$ cat config.mk
export PLATFORM = sky130hd
export DESIGN_NAME = rr_arbiter_4
export DESIGN_NICKNAME = d
export VERILOG_FILES = /design/src/rtl/rr_arbiter_4.sv
export SDC_FILE = /design/constraint.sdc
export NUM_CORES = 1
export LEC_CHECK = 0
export ABC_AREA = 1
export CAP_MARGIN = 20
export CORE_MARGIN = 2
export CORE_UTILIZATION = 29
export CTS_CLUSTER_DIAMETER = 200
export CTS_CLUSTER_SIZE = 14
export DETAILED_ROUTE_END_ITERATION = 7
export PLACE_DENSITY = 0.61
export SLEW_MARGIN = 20
export SYNTH_ARGS = -nofsm -noshare
export SYNTH_HDL_FRONTEND = slang
export SYNTH_SLANG_ARGS = --single-unit
$ cat constraint.sdc
create_clock -name clk -period 2.3 [get_ports clk]
set_clock_uncertainty 0.15 [all_clocks]
set_input_delay 0.46 -clock clk [delete_from_list [all_inputs] [get_ports clk]]
set_output_delay 0.46 -clock clk [all_outputs]
set_load 0.02 [all_outputs]
$ cat src/rtl/rr_arbiter_4.sv
// Four-requester round-robin arbiter with a bounded per-grant hold time.
// Grant is registered and one-hot; a rotating pointer sets search priority.
module rr_arbiter_4 #(
    parameter int unsigned MAX_HOLD = 4,
    parameter int unsigned HOLD_W   = 4
) (
    input  logic              clk,
    input  logic              rst,
    input  logic              en,
    input  logic              arb_clr,
    input  logic [3:0]        req,
    output logic [3:0]        grant,
    output logic              grant_valid,
    output logic [1:0]        grant_id,
    output logic [HOLD_W-1:0] hold_cnt,
    output logic              err
);

    localparam logic [1:0] ST_IDLE = 2'b00;
    localparam logic [1:0] ST_BUSY = 2'b01;

    localparam logic [HOLD_W-1:0] HOLD_LAST = HOLD_W'(MAX_HOLD - 1);

    logic [1:0]        state_q, state_d;
    logic [3:0]        grant_q, grant_d;
    logic [1:0]        ptr_q, ptr_d;
    logic [HOLD_W-1:0] hold_q, hold_d;

    logic [3:0] cand;
    logic [1:0] idx;
    logic [1:0] winner;
    logic       found;
    logic       owner_req;
    logic       take;

    // The owner's own bit is masked so preemption can never re-pick it.
    assign cand      = req & ~grant_q;
    assign owner_req = |(req & grant_q);

    always_comb begin
        found  = 1'b0;
        winner = 2'd0;
        idx    = 2'd0;
        for (int k = 0; k < 4; k++) begin
            idx = ptr_q + 2'(k);
            if (!found && cand[idx]) begin
                found  = 1'b1;
                winner = idx;
            end
        end
    end

    always_comb begin
        state_d = state_q;
        grant_d = grant_q;
        ptr_d   = ptr_q;
        hold_d  = hold_q;
        take    = 1'b0;
        if (arb_clr) begin
            state_d = ST_IDLE;
            grant_d = 4'b0000;
            ptr_d   = 2'd0;
            hold_d  = '0;
        end else begin
            case (state_q)
                ST_IDLE: begin
                    if (en && found) begin
                        take = 1'b1;
                    end
                end
                ST_BUSY: begin
                    if (!owner_req) begin
                        if (en && found) begin
                            take = 1'b1;
                        end else begin
                            state_d = ST_IDLE;
                            grant_d = 4'b0000;
                            hold_d  = '0;
                        end
                    end else if (en && found && (hold_q == HOLD_LAST)) begin
                        take = 1'b1;
                    end else if (hold_q != HOLD_LAST) begin
                        hold_d = hold_q + HOLD_W'(1);
                    end
                end
                default: begin
                    state_d = ST_IDLE;
                    grant_d = 4'b0000;
                    hold_d  = '0;
                end
            endcase
            if (take) begin
                state_d = ST_BUSY;
                grant_d = 4'(1) << winner;
                ptr_d   = winner + 2'd1;
                hold_d  = '0;
            end
        end
    end

    always_ff @(posedge clk or negedge rst) begin
        if (!rst) begin
            state_q <= ST_IDLE;
            grant_q <= 4'b0000;
            ptr_q   <= 2'd0;
            hold_q  <= '0;
        end else begin
            state_q <= state_d;
            grant_q <= grant_d;
            ptr_q   <= ptr_d;
            hold_q  <= hold_d;
        end
    end

    always_comb begin
        grant_id = 2'd0;
        for (int i = 0; i < 4; i++) begin
            if (grant_q[i]) begin
                grant_id = 2'(i);
            end
        end
    end

    assign grant       = grant_q;
    assign grant_valid = |grant_q;
    assign hold_cnt    = hold_q;
    assign err         = ((state_q != ST_IDLE) && (state_q != ST_BUSY)) ||
                         (|(grant_q & (grant_q - 4'd1)));

endmodule

== Word-level counts from Yosys, hierarchy flattened ==
Index checks and enable logic that the tools add are counted.
Word-level totals
  output and inout port bits: 12
  memories kept: 0
  bits in writable memories: 0
  input port bits: 8
  latch bits: 0
  ROM bits: 0
  register bits: 12
  word-level logic and storage cells: 89
Cells by class
  div/mod/pow operators: 0
  equal/unequal tests: 10
  shift operators: 1
  muxes and demuxes: 42
  $mul: 0
  order comparisons: 4
  bitwise operators: 4
  reduce and logical (&&, ||, !) cells: 18
  add/sub/neg operators: 6
Operator list (number)
  $mux 4: 9
  $mux 2: 12
  $pmux 4 s2: 2
  $ne 5x5->1 const B: 3
  $mux 1: 13
  $and 4x4->4: 3
  $lt 2x3->1 const B: 4
  $reduce_or 4->1: 3
  $bmux 1 s2: 4
  $ne 4x4->1 const B: 2
  $logic_and 1x1->1: 6
  $add 2x1->2 const B: 2
  $add 2x2->2 const B: 2
  $add 4x1->4 const B: 1
  $eq 4x2->1 const B: 1
  $ne 4x2->1 const B: 1
  $not 4->4: 1
  $pmux 2 s2: 1
  $reduce_and 4->1: 1
  $reduce_bool 2->1: 2
  $shl 1x2->4 const A: 1
  $sub 4x1->4 const B: 1
  $logic_not 1->1: 3
  $ne 3x3->1 const B: 1
  other kinds (6): 6

== Depth between registers and ports, before layout ==
Gate-level depths: netlist of the first run.
  depth after elaboration: 22
  depth in mapped cells: 14

== Least setup slack after synthesis of the first run ==
No wires, ideal clock.
  kind: reg2reg
  from: reg grant_q[3] (netlist: grant[3])
  to: reg ptr_q[1]
  path buffers: 0
  cell stages (with the launch flop): 13
  path slack: 342 ps
  arrival time: 1692 ps
  required time: 2033 ps
  setup time: 117 ps
  cell sequence: dfrtp_1 inv_1 nand3_1 nand2_1 nand2_1 nand2_1 a21oi_1 nand3b_1 nor2_1 nor2_1 ha_1 nand2_1 nand2_1
On the way
  cells in the longest elaborated chain, start to end: 21
RTL lines
  start: declaration: line 25  | logic [3:0] grant_q, grant_d;
  start signal: assignment: line 109  | grant_q <= grant_d;
  $not 4->4: line 37  | assign cand = req & ~grant_q;
  $and 4x4->4: line 37
  $bmux 1 s2: line 46  | if (!found && cand[idx]) begin
  $mux 1 (implied by the code): line 46
  $mux 1: line 46
  $logic_not 1->1: line 46
  $logic_and 1x1->1: line 46
  $mux 1: line 46
  [5 not listed]
  $mux 1: line 46
  $logic_and 1x1->1: line 67, 73, 80
  $logic_and 1x1->1: line 80  | end else if (en && found && (hold_q == HOLD_LAST)) begin
  $mux 1: line 80
  $mux 1: line 72  | if (!owner_req) begin
  $pmux 1 s2: line 65  | case (state_q)
  $mux 1: line 59  | if (arb_clr) begin
  $reduce_bool 2->1 (no source line)
  end signal: assignment: line 110  | ptr_q <= ptr_d;
  end: declaration: line 26  | logic [1:0] ptr_q, ptr_d;
Parallel ways exist; a longest one is shown, timed or not. The select of a mux whose other input is x is not followed.
A chain may end at the register's enable or synchronous reset.

== Worst setup path after layout of the first run ==
  from: reg grant_q[1] (netlist: grant[1])
  to: out grant_id[0]
On the way
  cells in the longest elaborated chain, start to end: 3
RTL lines
  $mux 1: line 118  | if (grant_q[i]) begin
  $mux 2 (2 in series): line 118
  end: declaration: line 14  | output logic [1:0] grant_id,
Every way passes these cells.

==> results of run 1 <==
==> cell type report <==
| cell class | count | area (um2) | area share [%] |
|---|---|---|---|
| repair buffers | 27 | 249 | 18.6 |
| clock inverters | 1 | 5.00 | 0.374 |
| multi-input cells | 106 | 644 | 48.1 |
| flip-flops and latches | 11 | 277 | 20.7 |
| clock buffers | 3 | 22.5 | 1.68 |
| well taps | 46 | 57.6 | 4.30 |
| inverters | 19 | 83.8 | 6.26 |
==> cells in the final DEF (no fill, tap or decap), drive strengths merged, types with 3 or more instances in the layout <==
cell / count
buf: 8
clkdlybuf4s50: 18
dfrtp: 11
clkbuf: 3
ha: 5
nand4: 12
nor2: 9
a21oi: 4
inv: 18
nand3: 25
nand2: 41
==> logic make-up after synthesis <==
logic type	after synthesis
AO/OA/AOI/OAI	9
buffers and inverters	22
XOR/XNOR	2
flip-flops	11
AND/OR/NAND/NOR	90
adder cells (fa/ha/maj)	5
==> state kept, by name (all words and copies together) (netlist names) <==
signal / flops
hold_cnt: 4
grant: 4
state_q: 1
ptr_q: 2
==> metal layers <==
layer,global-route usage [%],vias to the layer above
met3,2.14,4
met2,22.3,17
li1,-,525
met4,6.11,0
met1,16.6,495
met5,0,-
==> what timing repair did <==
item | CTS | global route
setup endpoints to repair | 1 | 5
gates resized for setup | 1 | 6
endpoints found under the hold margin | 0 | 0
==> report_power, final <==
part	total [mW]	internal (mW)	leakage, nW	switching (mW)
Combinational	1.20	0.496	0.498	0.700
Sequential	0.319	0.238	0.149	0.0812
Clock	0.128	0.0642	0.0177	0.0641
==> worst max-delay path: cells and delay by family, from the launching register on <==
| family | cells | cell delay (ps) |
|---|---|---|
| DFF | 1 | 430 |
| AOI/OAI and AO/OA | 1 | 180 |
| buffers and inverters | 2 | 730 |
==> how the worst max path moves through the flow <==
stage / from / endpoint / slack [ps] / depth (start not counted)
final: grant[1] / grant_id[0] / 80 / 3
after global routing: req[3] / grant[1] / 8 / 13
after CTS: ptr_q[0] / grant[1] / 70 / 13
after detailed placement: req[3] / grant[1] / -210 / 13
after global placement: req[3] / ptr_q[1] / -100 / 12
after floorplan: grant[3] / ptr_q[1] / 340 / 12
==> metrics by stage <==
stage | worst slack, ps | hold WS, ps | utilization (%) | cell area [um2] | setup TNS, ps
final | 81.9 | 392 | 40.1 | 1340 | 0
after global routing | 8.19 | 403 | 40.1 | 1340 | 0
after CTS | 69.3 | 394 | 39.5 | 1320 | 0
after detailed placement | -211 | 429 | 38.7 | 1290 | -807
after global placement | -99.1 | 426 | 38.7 | 1290 | -342
after floorplan | 342 | 14.4 | - | 1010 | 0
==> reports/results.ini, run 1 <==
[outcome]
status = complete, no violations

[placement]
port_buffers = 19
placed_cells = 209
place_hpwl_um = 2010
gp_congestion = 0.776

[timing]
grt_setup_unrepaired = false
worstMarginPinSlew_ps = 532
fmax_mhz = 451
hold_viol = 0
fin_crit_ps = 2220
timing.final.crit_share_pct = 96.4
relSlewSlack_pct = 64.4
finalMaxSlewViolations = 0
setup_viol = 0

[cts]
cts_setup_buffers = 0
clk_pin_slew_ps = 70
cts_buffer_depth = 2
insertion_delay_ps = 260
htreeDepth = 1
cts_root_buf = clkbuf_4
clock_sinks = 11
hold_buffers = 0
cts_tree = done
cts_buffers = 3

[synthesis]
synthFlopType = dfrtp_1
synth_edf_count = 0
synthAdderAreaFrac_pct = 6.17
syn_area_um2 = 1010
synthSimpleGateAreaFrac_pct = 46.6
synth_top_cell_by_area = dfrtp_1
yosysWarningCount = 0
yosysUniqueCellTypes = 27
synth_top_family_by_area = simple AND/OR/NAND/NOR gates
ys_seq_elements = 11
synthTopCellsByCount = 36 x nand2_1, 20 x nand3_1, 11 x dfrtp_1, 11 x inv_1, 11 x nand4_1
syn_inst = 139
seq_area_frac_synth_pct = 27.1
yosys.cell_count.top_type = nand2_1
syn-num-nets = 152
synthXorXnorAreaFrac_pct = 1.73
synthArstFlopShare_pct = 100
syn_area_per_cell_um2 = 7.30
synth_compound_area_share_pct = 7.03
synth_top_cell_area_share_pct = 27.1
synthMuxAreaShare_pct = 0
synth_area_leaders = dfrtp_1 27%, nand2_1 13%, nand3_1 9.9%

[worst_setup_path]
slowest_delay_ps = 630
regToRegSetupSlack_ps = 200
end_kind = output port
path_cells = inv_2 > o21ai_0 > clkdlybuf4s50_1
slowest_stage = clkdlybuf4s50_1
cp-start-kind = register
worstSetupPathType = reg -> out
r2r_cells = 13
cp.required_ps = 1690
reg2reg_from = ptr_q[0]
crit_arrival_ps = 1610
worstPathMaxFanout = 7
r2r_end = grant[1]

[cells_and_area]
filler_cell_count = 361
finish.net_count = 181
area_delta_synth_final_pct = 31.9
final_cells = 213
n_antenna_cell = 0
drive_gt1_share_pct = 25.1

[grt]
antenna_found_initial = 0
grt_usage_pct = 13.3
grt_pass1_wl_um = 4300
grt_pass1_vias = 991
grt_max_degree = 15
grt_overflow = 0

[floorplan]
dieWidth_um = 63.2
initial_utilization_pct = 30.4
std_cell_rows = 21
die_h_um = 63.2
ios = 20
core_area_um2 = 3340
dieArea_um2 = 3990

[detailed_routing]
m1WireLength_um = 1170
top_layer_used = met4
drc = 0
route.met2.wl_um = 1230
viasPerCell = 4.89
final_antenna_net_count = 0
detail_route.first_pass.iterations = 4
drt_iter0_drc = 58
avgRoutedWirePerCell_um = 11.8
wl_met3_um = 76
routed_wl_um = 2510
num_vias = 1041

[power_and_ir_drop]
p_leak_nw = 0.664
ir_drop_uv = 460
power_density_nw_per_um2 = 1230
totalPowerFinal_mw = 1.64

[job]
cap_violations = 0

[worst_hold_path]
hold_class = in -> async

(Power assumes the default switching activity.)
==> run 2: changes to the inputs <==
--- a/config.mk
+++ b/config.mk
@@ -13,7 +13,6 @@
 export CTS_CLUSTER_SIZE = 14
 export DETAILED_ROUTE_END_ITERATION = 7
 export PLACE_DENSITY = 0.61
-export SLEW_MARGIN = 20
 export SYNTH_ARGS = -nofsm -noshare
 export SYNTH_HDL_FRONTEND = slang
 export SYNTH_SLANG_ARGS = --single-unit
==> results of run 2 <==
Same layout as run 1: the final DEF is identical, and so are final timing and power.
==> run 3: changes to the inputs <==
--- a/config.mk
+++ b/config.mk
@@ -12,6 +12,7 @@
 export CTS_CLUSTER_DIAMETER = 200
 export CTS_CLUSTER_SIZE = 14
 export DETAILED_ROUTE_END_ITERATION = 7
+export GPL_TIMING_DRIVEN = 1
 export PLACE_DENSITY = 0.61
 export SYNTH_ARGS = -nofsm -noshare
 export SYNTH_HDL_FRONTEND = slang
==> results of run 3 <==
Same layout as run 1: the final DEF is identical, and so are final timing and power.
